<file path="src/rtl/table_sweep_pkg.sv">
// table_sweep_pkg: shared state encoding and widths for the truth-table sweeper.
package table_sweep_pkg;

    localparam int NVEC  = 8;
    localparam int IDX_W = 3;
    localparam int CNT_W = 4;
    localparam int ERR_W = 4;

    typedef enum logic [1:0] {
        S_IDLE = 2'd0,
        S_WAIT = 2'd1,
        S_CAPT = 2'd2,
        S_FIN  = 2'd3
    } state_t;

endpackage

</file>
<file path="src/rtl/table_sweep_settle_timer.sv">
// settle_timer: counts cycles while enabled, flags terminal count at SETTLE-1.
// Clear reloads zero, so each vector starts its settle window from scratch.
import table_sweep_pkg::*;

module settle_timer #(
    parameter int SETTLE = 1
) (
    input  logic clk,
    input  logic rst_n,
    input  logic i_clr,
    input  logic i_en,
    output logic o_tc
);

    logic [CNT_W-1:0] r_cnt;

    // Cycle counter: clear has priority over count enable.
    always_ff @(posedge clk or negedge rst_n) begin
        if (!rst_n)
            r_cnt <= '0;
        else if (i_clr)
            r_cnt <= '0;
        else if (i_en)
            r_cnt <= r_cnt + CNT_W'(1);
    end

    assign o_tc = (r_cnt == CNT_W'(SETTLE - 1));

endmodule

</file>
<file path="src/rtl/table_sweep.sv">
// table_sweep: drives abc through 000..111, samples s_in after a settle window,
// builds an 8-bit truth table and counts mismatches against EXPECTED.
// Optional macro TABLE_SWEEP_STOP_ON_ERR_EN: abort the sweep on the first mismatch.
import table_sweep_pkg::*;

module table_sweep #(
    parameter logic [NVEC-1:0] EXPECTED = 8'hF4,
    parameter int              SETTLE   = 1
) (
    input  logic             clk,
    input  logic             rst_n,
    input  logic             start,
    input  logic             s_in,
    output logic [IDX_W-1:0] abc,
    output logic             busy,
    output logic             done,
    output logic [NVEC-1:0]  table_out,
    output logic [ERR_W-1:0] err_count,
    output logic             pass
);

    state_t           r_state;
    state_t           w_next;
    logic [IDX_W-1:0] r_idx;
    logic [NVEC-1:0]  r_table;
    logic [ERR_W-1:0] r_err;
    logic             r_pass;
    logic             w_tmr_clr;
    logic             w_tmr_en;
    logic             w_tc;
    logic             w_mis;
    logic             w_stop;

    settle_timer #(.SETTLE(SETTLE)) u_timer (
        .clk   (clk),
        .rst_n (rst_n),
        .i_clr (w_tmr_clr),
        .i_en  (w_tmr_en),
        .o_tc  (w_tc)
    );

    assign w_mis = (s_in != EXPECTED[r_idx]);

`ifdef TABLE_SWEEP_STOP_ON_ERR_EN
    assign w_stop = w_mis;
`else
    assign w_stop = 1'b0;
`endif

    // State register.
    always_ff @(posedge clk or negedge rst_n) begin
        if (!rst_n)
            r_state <= S_IDLE;
        else
            r_state <= w_next;
    end

    // Next-state and settle-timer control.
    always_comb begin
        w_next    = r_state;
        w_tmr_clr = 1'b0;
        w_tmr_en  = 1'b0;
        case (r_state)
            S_IDLE: begin
                if (start) begin
                    w_next    = S_WAIT;
                    w_tmr_clr = 1'b1;
                end
            end
            S_WAIT: begin
                w_tmr_en = 1'b1;
                if (w_tc)
                    w_next = S_CAPT;
            end
            S_CAPT: begin
                w_tmr_clr = 1'b1;
                if (r_idx == IDX_W'(NVEC - 1) || w_stop)
                    w_next = S_FIN;
                else
                    w_next = S_WAIT;
            end
            S_FIN:   w_next = S_IDLE;
            default: w_next = S_IDLE;
        endcase
    end

    // Datapath: vector index, captured table, error count and pass flag.
    // abc is the index register itself, so it holds the last vector in IDLE.
    always_ff @(posedge clk or negedge rst_n) begin
        if (!rst_n) begin
            r_idx   <= '0;
            r_table <= '0;
            r_err   <= '0;
            r_pass  <= 1'b0;
        end else begin
            case (r_state)
                S_IDLE: begin
                    if (start) begin
                        r_idx   <= '0;
                        r_table <= '0;
                        r_err   <= '0;
                        r_pass  <= 1'b0;
                    end
                end
                S_CAPT: begin
                    r_table[r_idx] <= s_in;
                    if (w_mis)
                        r_err <= r_err + ERR_W'(1);
                    if (w_next == S_WAIT)
                        r_idx <= r_idx + IDX_W'(1);
                end
                S_FIN:   r_pass <= (r_err == '0);
                default: ;
            endcase
        end
    end

    assign abc       = r_idx;
    assign busy      = (r_state == S_WAIT) || (r_state == S_CAPT);
    assign done      = (r_state == S_FIN);
    assign table_out = r_table;
    assign err_count = r_err;
    assign pass      = r_pass;

endmodule
</file>
<file path="config.mk">
export PLATFORM = sky130hd
export DESIGN_NAME = table_sweep
export DESIGN_NICKNAME = d
export VERILOG_FILES = /design/src/rtl/table_sweep_pkg.sv /design/src/rtl/table_sweep_settle_timer.sv /design/src/rtl/table_sweep.sv
export SDC_FILE = /design/constraint.sdc
export NUM_CORES = 1
export LEC_CHECK = 0
export BUFFER_PORTS_ARGS = -buffer_cell sky130_fd_sc_hd__buf_4
export CORE_MARGIN = 2
export CORE_UTILIZATION = 50
export CTS_CLUSTER_DIAMETER = 50
export DETAILED_ROUTE_END_ITERATION = 12
export GPL_TIMING_DRIVEN = 1
export PLACE_DENSITY_LB_ADDON = 0.3
export SETUP_SLACK_MARGIN = 0.15
export SLEW_MARGIN = 20
export SYNTH_ARGS = -nofsm -noshare
export SYNTH_HDL_FRONTEND = slang
export SYNTH_HIERARCHICAL = 1
export SYNTH_SLANG_ARGS = --single-unit
</file>
<file path="constraint.sdc">
create_clock -name clk -period 1.65 [get_ports clk]
set_input_delay 0.165 -clock clk [delete_from_list [all_inputs] [get_ports clk]]
set_output_delay 0.165 -clock clk [all_outputs]
set_load 0.02 [all_outputs]
</file>
* Word-level counts from Yosys, hierarchy flattened
Memories as Yosys holds them, arrays and structs flattened. Cells that the tools add are included.
Word-level totals: flip-flop bits (word level) 22, memory bits (read-only) 8, output and inout port bits 18, memories kept 1
Operators by class: add/subtract/negate cells 3, $lt $le $gt $ge 2, equality and inequality tests 9, multiplexer cells 23, reduce and logical (&&, ||, !) cells 12
Memories:
- (name not given) | depth 8, width 1, rd ports 1, clocked after Yosys merged registers in 0, write ports 0, line table_sweep.sv:42 | assign w_mis = (s_in != EXPECTED[r_idx]);
Operators by type and width (count):
- 4-bit 2-to-1 mux | 4
- 8-bit one-hot mux with 2 select lines | 1
- 4-bit by 1-bit adder with 4-bit output, second input constant | 2
- 8-bit bitwise mux | 1
- 4-bit logical NOT | 2
- 8-bit 2-to-1 mux | 1
- 2-bit one-hot mux with 4 select lines | 1
- 4-bit one-hot mux with 2 select lines | 1
- 2-bit 2-to-1 mux | 3
- 3-bit 2-to-1 mux | 2
- 2-bit inequality test, second input constant | 3
- 3-bit one-hot mux with 2 select lines | 1
- 3-bit AND reduction | 2
- 2-bit nonzero test | 3
- 1-bit 2-to-1 mux | 5
- 2-bit by 1-bit equality test with 1-bit output, second input constant | 2
- 2-bit equality test, second input constant | 2
- 3-bit by 4-bit less-than comparator with 1-bit output, second input constant | 1
- 1-bit one-hot mux with 2 select lines | 2
- 2-bit AND reduction | 2
- 3-bit by 1-bit adder with 3-bit output, second input constant | 1
- 1-bit demux with 3-bit select | 1
- 3-bit equality test, second input constant | 1
- 3-bit by 1-bit greater-or-equal comparator with 1-bit output, second input constant | 1
- other kinds (4) | 4

* Logic depth before layout (Yosys ltp)
Gate-level depths: netlist (run 1).
depth after elaboration 6, mapped depth 9, depth with buffers taken out 8

* Hierarchy
The synthesis (run 1) kept the hierarchy.
Modules (own cells, without submodules):
- table_sweep | instances 1, cells an instance 136, area each 1148.6 µm², seq. area each 450.4 µm²
- settle_timer | instances 1, cells an instance 20, area each 220.2 µm², seq. area each 100.1 µm²

* Least setup slack after synthesis (run 1)
No wires, ideal clock.
kind register to register, from register r_idx[0] (netlist: abc[0]), to register r_err[3] (netlist: err_count[3]), library setup time 0.065 ns, data arrival time 1.807 ns, setup slack -0.222 ns, cell stages (with the launch flop) 9, path buffers 1, clock period less this slack 1.872 ns, cell sequence dfrtp_1 buf_2 inv_1 ha_1 o21a_1 o21ai_2 inv_2 a2111oi_2 or2_1
On the way: cells in the longest elaborated chain, start to end 5
Ends and longest elaborated chain:
- from (decl) | line table_sweep.sv:24 | logic [IDX_W-1:0] r_idx;
- from (signal assigned) | line table_sweep.sv:110 | r_idx <= r_idx + IDX_W'(1);
- memory read 8 x 1 bit
- 1-bit 2-to-1 mux (implied by the code) | line table_sweep.sv:42
- 1-bit inequality test | line table_sweep.sv:42
- 2-bit inequality test (no line)
- 3-bit AND reduction (no line)
- to (signal assigned) | line table_sweep.sv:108 | r_err <= r_err + ERR_W'(1);
- to (decl) | line table_sweep.sv:26 | logic [ERR_W-1:0] r_err;
No other way between the ends. The select of a mux whose other input is x is not followed. A chain may end at the register's enable or synchronous reset.

* Worst setup path after layout (run 1)
from register u_timer.r_cnt[1], to register r_idx[2] (netlist: abc[2])
On the way: cells in the longest elaborated chain, start to end 6
Ends and longest elaborated chain:
- from (decl) | line table_sweep_settle_timer.sv:15 | logic [CNT_W-1:0] r_cnt;
- from (signal assigned) | line table_sweep_settle_timer.sv:24 | r_cnt <= r_cnt + CNT_W'(1);
- 4-bit logical NOT | line table_sweep_settle_timer.sv:27 | assign o_tc = (r_cnt == CNT_W'(SETTLE - 1));
- named net w_tc | line table_sweep.sv:30 | logic w_tc;
- 2-bit 2-to-1 mux | line table_sweep.sv:72 | if (w_tc)
- 2-bit one-hot mux with 4 select lines | line table_sweep.sv:63 | case (r_state)
- 2-bit by 1-bit equality test with 1-bit output | line table_sweep.sv:109 | if (w_next == S_WAIT)
- 2-bit inequality test (no line)
- 3-bit AND reduction (no line)
The timed path passes the listed nets, and every way through them passes these cells.

==> results.txt, run 1 <==
The first-iteration detailed-routing DRC count is 78. For the pin with the worst max-slew slack, the measured transition is 353.8 ps. The distinct cell type count after synthesis is 39.

The row count is 18. The post-synthesis cell area came out at 0.001369 mm^2. The overall fraction of global-route tracks in use came out at 0.2363. The completed layout was analyzed and its total power is ~3.8 mW. The die covers between 0.003 and 0.004 mm^2. The final critical path time including I/O delays and setup is 1656 ps. The overall via count from detail_route is 1,358. Synthesis produced a netlist whose cell count is about 160.

The post-synthesis register bit count is 22. The final period utilization came out at 1.004. The largest net degree at the start of global routing is 23. Across the VDD grid, the largest voltage drop is roughly 0.0017 V. The combinational share of power is 0.669. Dividing the detail-routed via count by the number of cells gives 5.879. The core region is approximately 0.0025 mm^2. The checks that failed: negative setup slack.

TritonCTS built the clock tree. The buffer and inverter count on the worst path came out at 2. The area growth from synthesis to layout is 49.45%. The global placer's final weighted congestion is 0.8107.

The cell area power density is 1865 mW/mm^2. On the critical path, the stage with the largest delay is an instance of dfrtp_1. The floorplan die height is between 50 and 60 um. The number of enable-type register cells in the synthesized netlist is 0. The proportion of layout cells with a drive suffix above 1 is 0.4826. The placed instances occupy a cell area of approximately 0.0017 mm^2. The I/O pin count came out at 22.

The maximum achievable frequency came out at just over 600 MHz. The final count of negative-setup-slack endpoints is 1. Across the run, the number of max-cap violations was 0. The count of clock tree sinks came out at 22. The effective utilization at floorplan came out at 0.5379. The average wire per standard cell came out at 17.29 um. The filler-free cell count of the finished design is 231.

The clock transition at the register clock pins on the worst setup and hold paths after CTS came out at 130 ps. The share of total power dissipated in sequential elements is 0.221. The total placed cells including tap cells is 216. The tightest hold path in the finished design has a slack of between 150 and 200 ps. Setup repair after global routing could not meet its margin everywhere.

The type of the setup path with the least slack is flop to flop. The via count of the first global-routing pass came out at roughly 1,200. For this design the static power due to leakage is ~0.9 nW. The required time of the critical path is 1890 ps. Once detail routing completed, the nets flagged for antenna violations numbered 0. The max-slew violation total from the final report came out at 0. In this design, the stage delay of the slowest critical-path cell is 410 ps.

In this run the horizontal extent of the chip is about 56 um. The worst setup path is captured at a flop. The diode insertion count for antenna repair came out at 0. The average size of a mapped cell came out at 8.774 um^2. STA puts the critical path data arrival time at between 1500 and 2000 ps.

The worst-skew pair later-pin latency is about 320 ps. The share of total power dissipated in the clock network is 0.111. The run finished, with violations left. The switching power as a share of total power is 0.4492. Grouping stages by cell kind, the critical path spends the most delay in simple AND/OR/NAND/NOR gates. In the post-route analysis, the smallest setup slack over all paths is -6.070 ps.

The routed wire length came out at approximately 4000 um. The number of antenna violations at the first check in global routing came out at 0. The maximum fanout encountered on the critical timing path came out at 4.

The H-tree depth reported by CTS came out at 1. The layout filler cell count came out at 150. The register area share after synthesis came out at 0.4022. For this run, the detailed router's first-pass iteration total came to 4. The worst clock skew on the final layout is 2.313 ps. The worst hold path belongs to the class input port to flop. The count of final hold-check violations is 0. Detailed placement finished with a half-perimeter wire length of 2353 um. The fraction of synthesis flops using an asynchronous set or reset pin came out at 1.000. The launching element type of the critical path is a flop. The worst relative slew slack is 0.7641. Summed over all layers, the global routing overflow is 0.

The Yosys step of the flow raised 6 warnings. The number of nets in the layout came out at 218. The cell sitting at the root of the clock tree is a clkbuf_4.

The detailed-route DRC error count came out at 0. The count of buffers inserted at the top-level ports came out at 21. The internal power summed over all cells is between 2 and 2.5 mW. In the synthesized netlist the dominant register cell turns out to be dfrtp_1. The analysis attributes to net switching a power of 1.714 mW. Traced cell by cell, the critical path runs through inv_2, ha_4, nor3b_4, nor2_1, o21ai_1, and2_4, buf_6, nand3_1, o211ai_1. The design area is roughly 0.002 mm^2. The global-route wire length before repair is 5899 um. The net count of the mapped netlist is 172. The deepest clock path buffer count is 2. The clock buffer count from CTS is 3.
## cell families after synthesis
kind of cell | after synthesis | synth area share
xor gates and xnor gates | 1 | 0.006400
adders and majority gates | 12 | 0.1097
and+or+nand+nor | 59 | 0.1993
muxes | 2 | 0.01828
AOI/OAI and AO/OA | 43 | 0.2148
DFF | 22 | 0.4022
buffers and inverters | 17 | 0.04936
## worst reg2reg max path: cells and delay by family, from the launching register on
family,cells,cell delay [ps]
flip-flops,1,410
AND/OR/NAND/NOR,4,560
adder cells (fa/ha/maj),1,120
buffers and inverters,2,190
AO/OA/AOI/OAI,2,300
## per-stage QoR
stage | setup WS [ps] | util | setup TNS (ps)
floorplan | 10.37 | - | 0
global placement | 19.98 | 0.6632 | 0
detailed placement | -1.219 | 0.6632 | -1.219
CTS | 65.01 | 0.7296 | 0
global route | -101.7 | 0.8038 | -364.5
finish | -6.070 | 0.8038 | -6.070
## layer usage
metal	part of all wire	global-route usage	wire (um)
met5	0	0	0
met4	0.017	0.09184	69
met3	0.048	0.02535	193
met2	0.48	0.3664	1928
met1	0.45	0.3387	1804
## power by group through the flow
stage          clock network, mW  logic, mW  registers [mW]
5_1_grt                    0.447       2.75           0.860
3_5_place_dp                   0       1.78           0.829
6_report                   0.422       2.55           0.842
3_3_place_gp                   0       1.73           0.821
2_1_floorplan                  0       1.09           0.925
4_1_cts                    0.428       2.04           0.813
## flip-flops by register name (all words and copies together) (netlist names)
signal / cells
abc: 3
err_count: 4
pass: 1
r_state: 2
table_out: 8
u_timer/r_cnt: 4
## worst paths after layout
check	start	endpoint	slack, ps	depth (start not counted)
max reg2reg	u_timer/r_cnt[1]	abc[2]	-6	9
min in group asynchronous	rst_n	err_count[2]	240	2
max in group asynchronous	rst_n	abc[0]	1160	2
min	start	pass	180	3
min reg2reg	table_out[3]	table_out[3]	510	1
max	u_timer/r_cnt[1]	abc[2]	-6	9
## layout make-up
type                            instances  area [um^2]  share of cell area
Tap cell                               30        37.54             0.01835
Inverter                               11        47.55             0.02324
Timing Repair Buffer                   47        370.4              0.1810
Clock inverter                          1        30.03             0.01468
Sequential cell                        22        553.0              0.2703
Multi-Input combinational cell        117        984.7              0.4813
Clock buffer                            3        22.52             0.01101
## placed cells by master, fill, tap and decap left out, types with 3 or more instances in the layout
cell	synthesis	final
buf_6	0	4
ha_1	12	4
o21ai_0	18	8
nand2_1	25	18
a22o_1	3	3
nand3_1	4	4
inv_1	10	4
nor2_1	12	11
o21ai_1	0	7
buf_4	0	42
clkbuf_4	0	3
a21oi_1	6	5
ha_4	0	6
o21ai_2	1	3
dfrtp_1	22	20
nand2_2	0	6
inv_2	1	5
## what timing repair did
action / 4_1_cts / 5_1_grt
buffers inserted: 5 / 5
hold endpoints to repair: 22 / 0
gates resized for setup: 15 / 45
cloned: 0 / 0
hold buffers: 1 / 0
setup endpoints to repair: 16 / 18
pin swaps: 5 / 13
## synthesized netlist by cell type (2+ instances only)
| cell | count | share of area |
|---|---|---|
| a21oi_1 | 6 | 0.022 |
| nor3_1 | 4 | 0.015 |
| dfrtp_1 | 22 | 0.40 |
| nor3b_1 | 2 | 0.011 |
| nand2_1 | 25 | 0.069 |
| nand3_1 | 4 | 0.015 |
| nor2b_1 | 3 | 0.014 |
| o21ai_0 | 18 | 0.066 |
| o211ai_1 | 2 | 0.011 |
| buf_2 | 3 | 0.011 |
| nor2_1 | 12 | 0.033 |
| clkbuf_1 | 3 | 0.0082 |
| inv_1 | 10 | 0.027 |
| ha_1 | 12 | 0.11 |
| and2_1 | 2 | 0.0091 |
| nand2b_1 | 3 | 0.014 |
| a22o_1 | 3 | 0.019 |
Power figures use the tool's default switching activity.
==> inputs of run 2 (changes only) <==
--- a/config.mk
+++ b/config.mk
@@ -7,7 +7,7 @@
 export LEC_CHECK = 0
 export BUFFER_PORTS_ARGS = -buffer_cell sky130_fd_sc_hd__buf_4
 export CORE_MARGIN = 2
-export CORE_UTILIZATION = 50
+export CORE_UTILIZATION = 55
 export CTS_CLUSTER_DIAMETER = 50
 export DETAILED_ROUTE_END_ITERATION = 12
 export GPL_TIMING_DRIVEN = 1
==> constraint.sdc (replaced) <==
create_clock -name clk -period 1.7 [get_ports clk]
set_input_delay 0.17 -clock clk [delete_from_list [all_inputs] [get_ports clk]]
set_output_delay 0.17 -clock clk [all_outputs]
set_load 0.02 [all_outputs]
==> run 2 against run 1 <==
  * The run now ends clean
  * Fmax is 0.57% lower
  * Via count shrank 4.5%
  * Clock power is essentially flat
  * Die area down 8.5%
  * Register-to-register slack improved by 40 ps
  * Core utilization decreased by 0.74 points
  * Sequential power fell by 5.3%
  * Wire length shrank 9.4%
  * First-iteration DRC count shrank 40%
  * Critical endpoint is now abc[1]
  * Largest cell class unchanged
  * Highest routed layer unchanged
==> results.txt, run 2 (synthesis gave the netlist of run 1 again) <==
The overall power consumption came out at 3.383 mW. Max-cap violations in this run came to 0. For this design the top-level I/O count stands at 22. The horizontal extent of the die came out at between 50 and 60 um. The filler cells instantiated in the layout total 138. The worst clock skew on the final layout is 4.610 ps.

Setup repair after global routing could not meet its margin everywhere. The detailed-route DRC error count is 0. The switching power as a share of total power came out at 0.4494.

In this run the worst path has a maximum fanout of 5. The leading cell type in the layout, fill and taps excluded is buf_4. IR analysis of the VDD net gives a maximum drop of 0.001509 V. The largest net degree at the start of global routing is 23. The effective utilization at floorplan is 0.5680. The total grt overflow came out at 0. The growth of design area from synthesis to finish came out at 40.22%.

The repair_antennas step left the layout with diodes totalling 0. The share of total power dissipated in sequential elements is 0.236. The detailed router finished its first iteration with 47 violations.

The longest individual stage delay on the worst path came out at 460 ps. The placed standard-cell area came out at approximately 0.0016 mm^2. The run finished with clean final reports. The launch point of the worst reg-to-reg path is r_state[0]. The worst setup path is launched from a flop. The maximum achievable frequency is 600.4 MHz. After routing, the total negative slack on setup checks comes to 0 ps. The final count of negative-setup-slack endpoints came out at 0. The final critical path time including I/O delays and setup came out at 1666 ps. The endpoint type of the worst setup path is a flop.

The worst-skew pair later-pin latency came out at 320 ps. The startpoint of the worst setup timing path is r_state[0]. The estimated wirelength of the detail-placed design is ~2200 um. The number of antenna violations at the first check in global routing is 0.

The remaining antenna violation count is 0. The total die area came out at roughly 0.0029 mm^2. The average wire per standard cell is approximately 16 um. The floorplan die height is around 54 um. The arrival time of data at the critical path endpoint is 1900 ps. The launch instance of the worst min-delay path is start. The number of iterations in the first detailed-routing pass is 4.

In this run the standard cell core region covers around 0.0024 mm^2. The signal on the critical path passes through buf_6, ha_2, nor2_2, o21ai_1, and2_4, o21bai_4, o311ai_2. The vias per cell came out at approximately 5.8.

The total placed cells including tap cells came out at between 200 and 250. Summed over all nets, the switching power comes to 1.520 mW. The via count of the first global-routing pass came out at 1,092. The global-route wire length before repair is 5099 um. The max-slew violation total from the final report came out at 0. CTS saw 22 sinks. The H-tree depth reported by CTS is 1.

The worst setup path is of the flop to flop kind. The number of clock buffers added by TritonCTS is 3. The required time of the critical path is just under 2000 ps. The buffer and inverter count on the worst path is 1. The TritonCTS clock tree is done. The clock transition at the register clock pins on the worst setup and hold paths after CTS is between 100 and 150 ps.

The design area is 0.001919 mm^2. The transition at the pin with the smallest max-transition slack came out at 295.1 ps. The register with the most flip-flops in the layout has 8 of them.

The overall fraction of global-route tracks in use came out at 0.2409. The internal power summed over all cells is 1.863 mW. The number of nets in the layout came out at 211.

Measured against its own limit, the worst slew margin works out to 0.8017. Across all layers, the routed design uses 1,297 vias. The row count came out at 18. The deepest clock path buffer count came out at 2.

The library cells used most frequently in the layout, excluding fill and tap cells, are buf_4 (34), nand2_1 (21), dfrtp_1 (20). The cell area power density is 1763 mW/mm^2. The class of the tightest hold or removal check is input port to flop.

The final design utilization came out at 0.7965. Summed over all cells, the static leakage comes to 0.8725 nW. The cell at the slowest stage of the critical path is dfrtp_1. The count of final hold-check violations is 0.

After the flow finishes, the layout carries non-filler instances totaling 224. The routed wire length is 3619 um. The clock power share came out at 0.124. The share of total power dissipated in combinational logic is 0.640. In this design, the largest share of critical-path delay is due to compound AO/OA/AOI/OAI gates.

The count of buffers inserted at the top-level ports is 21. The global placer's final weighted congestion came out at 0.8012. The proportion of layout cells with a drive suffix above 1 came out at 0.4330. CTS placed an instance of clkbuf_4 at the clock tree root. The final period utilization came out at 0.9798.
==> run 2: final timing paths <==
kind | end | slack (ps) | depth (start not counted)
min in group asynchronous | err_count[1] | 260 | 2
setup reg to reg | abc[1] | 30 | 7
setup / recovery | abc[1] | 30 | 7
hold / removal | pass | 180 | 3
max in group asynchronous | abc[1] | 1200 | 2
hold reg to reg | table_out[3] | 520 | 1
==> run 2: what timing repair did <==
action	CTS	global route
gates cloned	0	1
resized for setup	15	32
setup buffers	5	3
setup endpoints to repair	14	19
hold buffers	1	0
pin swaps	4	8
hold endpoints to repair	22	0
==> run 2: final cells by class <==
class	instances	area, um^2	share of cell area
clock inverter	1	30.03	0.01565
multi-input combinational	117	909.6	0.4739
inverter	11	47.55	0.02477
clock buffer	3	22.52	0.01173
timing repair buffer	40	319.1	0.1662
sequential	22	553.0	0.2881
tap	30	37.54	0.01956
==> run 2: metal layers <==
| metal | global-route usage | part of all wire |
|---|---|---|
| met1 | 0.3357 | 0.41 |
| met2 | 0.3841 | 0.52 |
| met3 | 0.05278 | 0.056 |
| met4 | 0.04701 | 0.012 |
| met5 | 0 | 0 |
==> run 2: tightest hold or removal path, stage by stage <==
cell	delay (ps)
buf_4	160
a22oi_1	70
o21ai_0	70
==> run 2: power groups by stage <==
stage | combinational (mW) | clock [mW] | sequential (mW)
2_1_floorplan | 0.999 | 0 | 0.895
3_3_place_gp | 1.56 | 0 | 0.792
3_5_place_dp | 1.59 | 0 | 0.803
4_1_cts | 1.81 | 0.420 | 0.782
5_1_grt | 2.33 | 0.449 | 0.816
6_report | 2.17 | 0.419 | 0.797
==> run 2: per-stage QoR <==
stage,setup slack [ps],hold WS (ps)
after floorplan,56.09,-125.6
after global placement,29.20,73.05
final,34.40,182.7
after CTS,142.6,164.4
after detailed placement,7.543,78.67
after global routing,-17.66,197.9
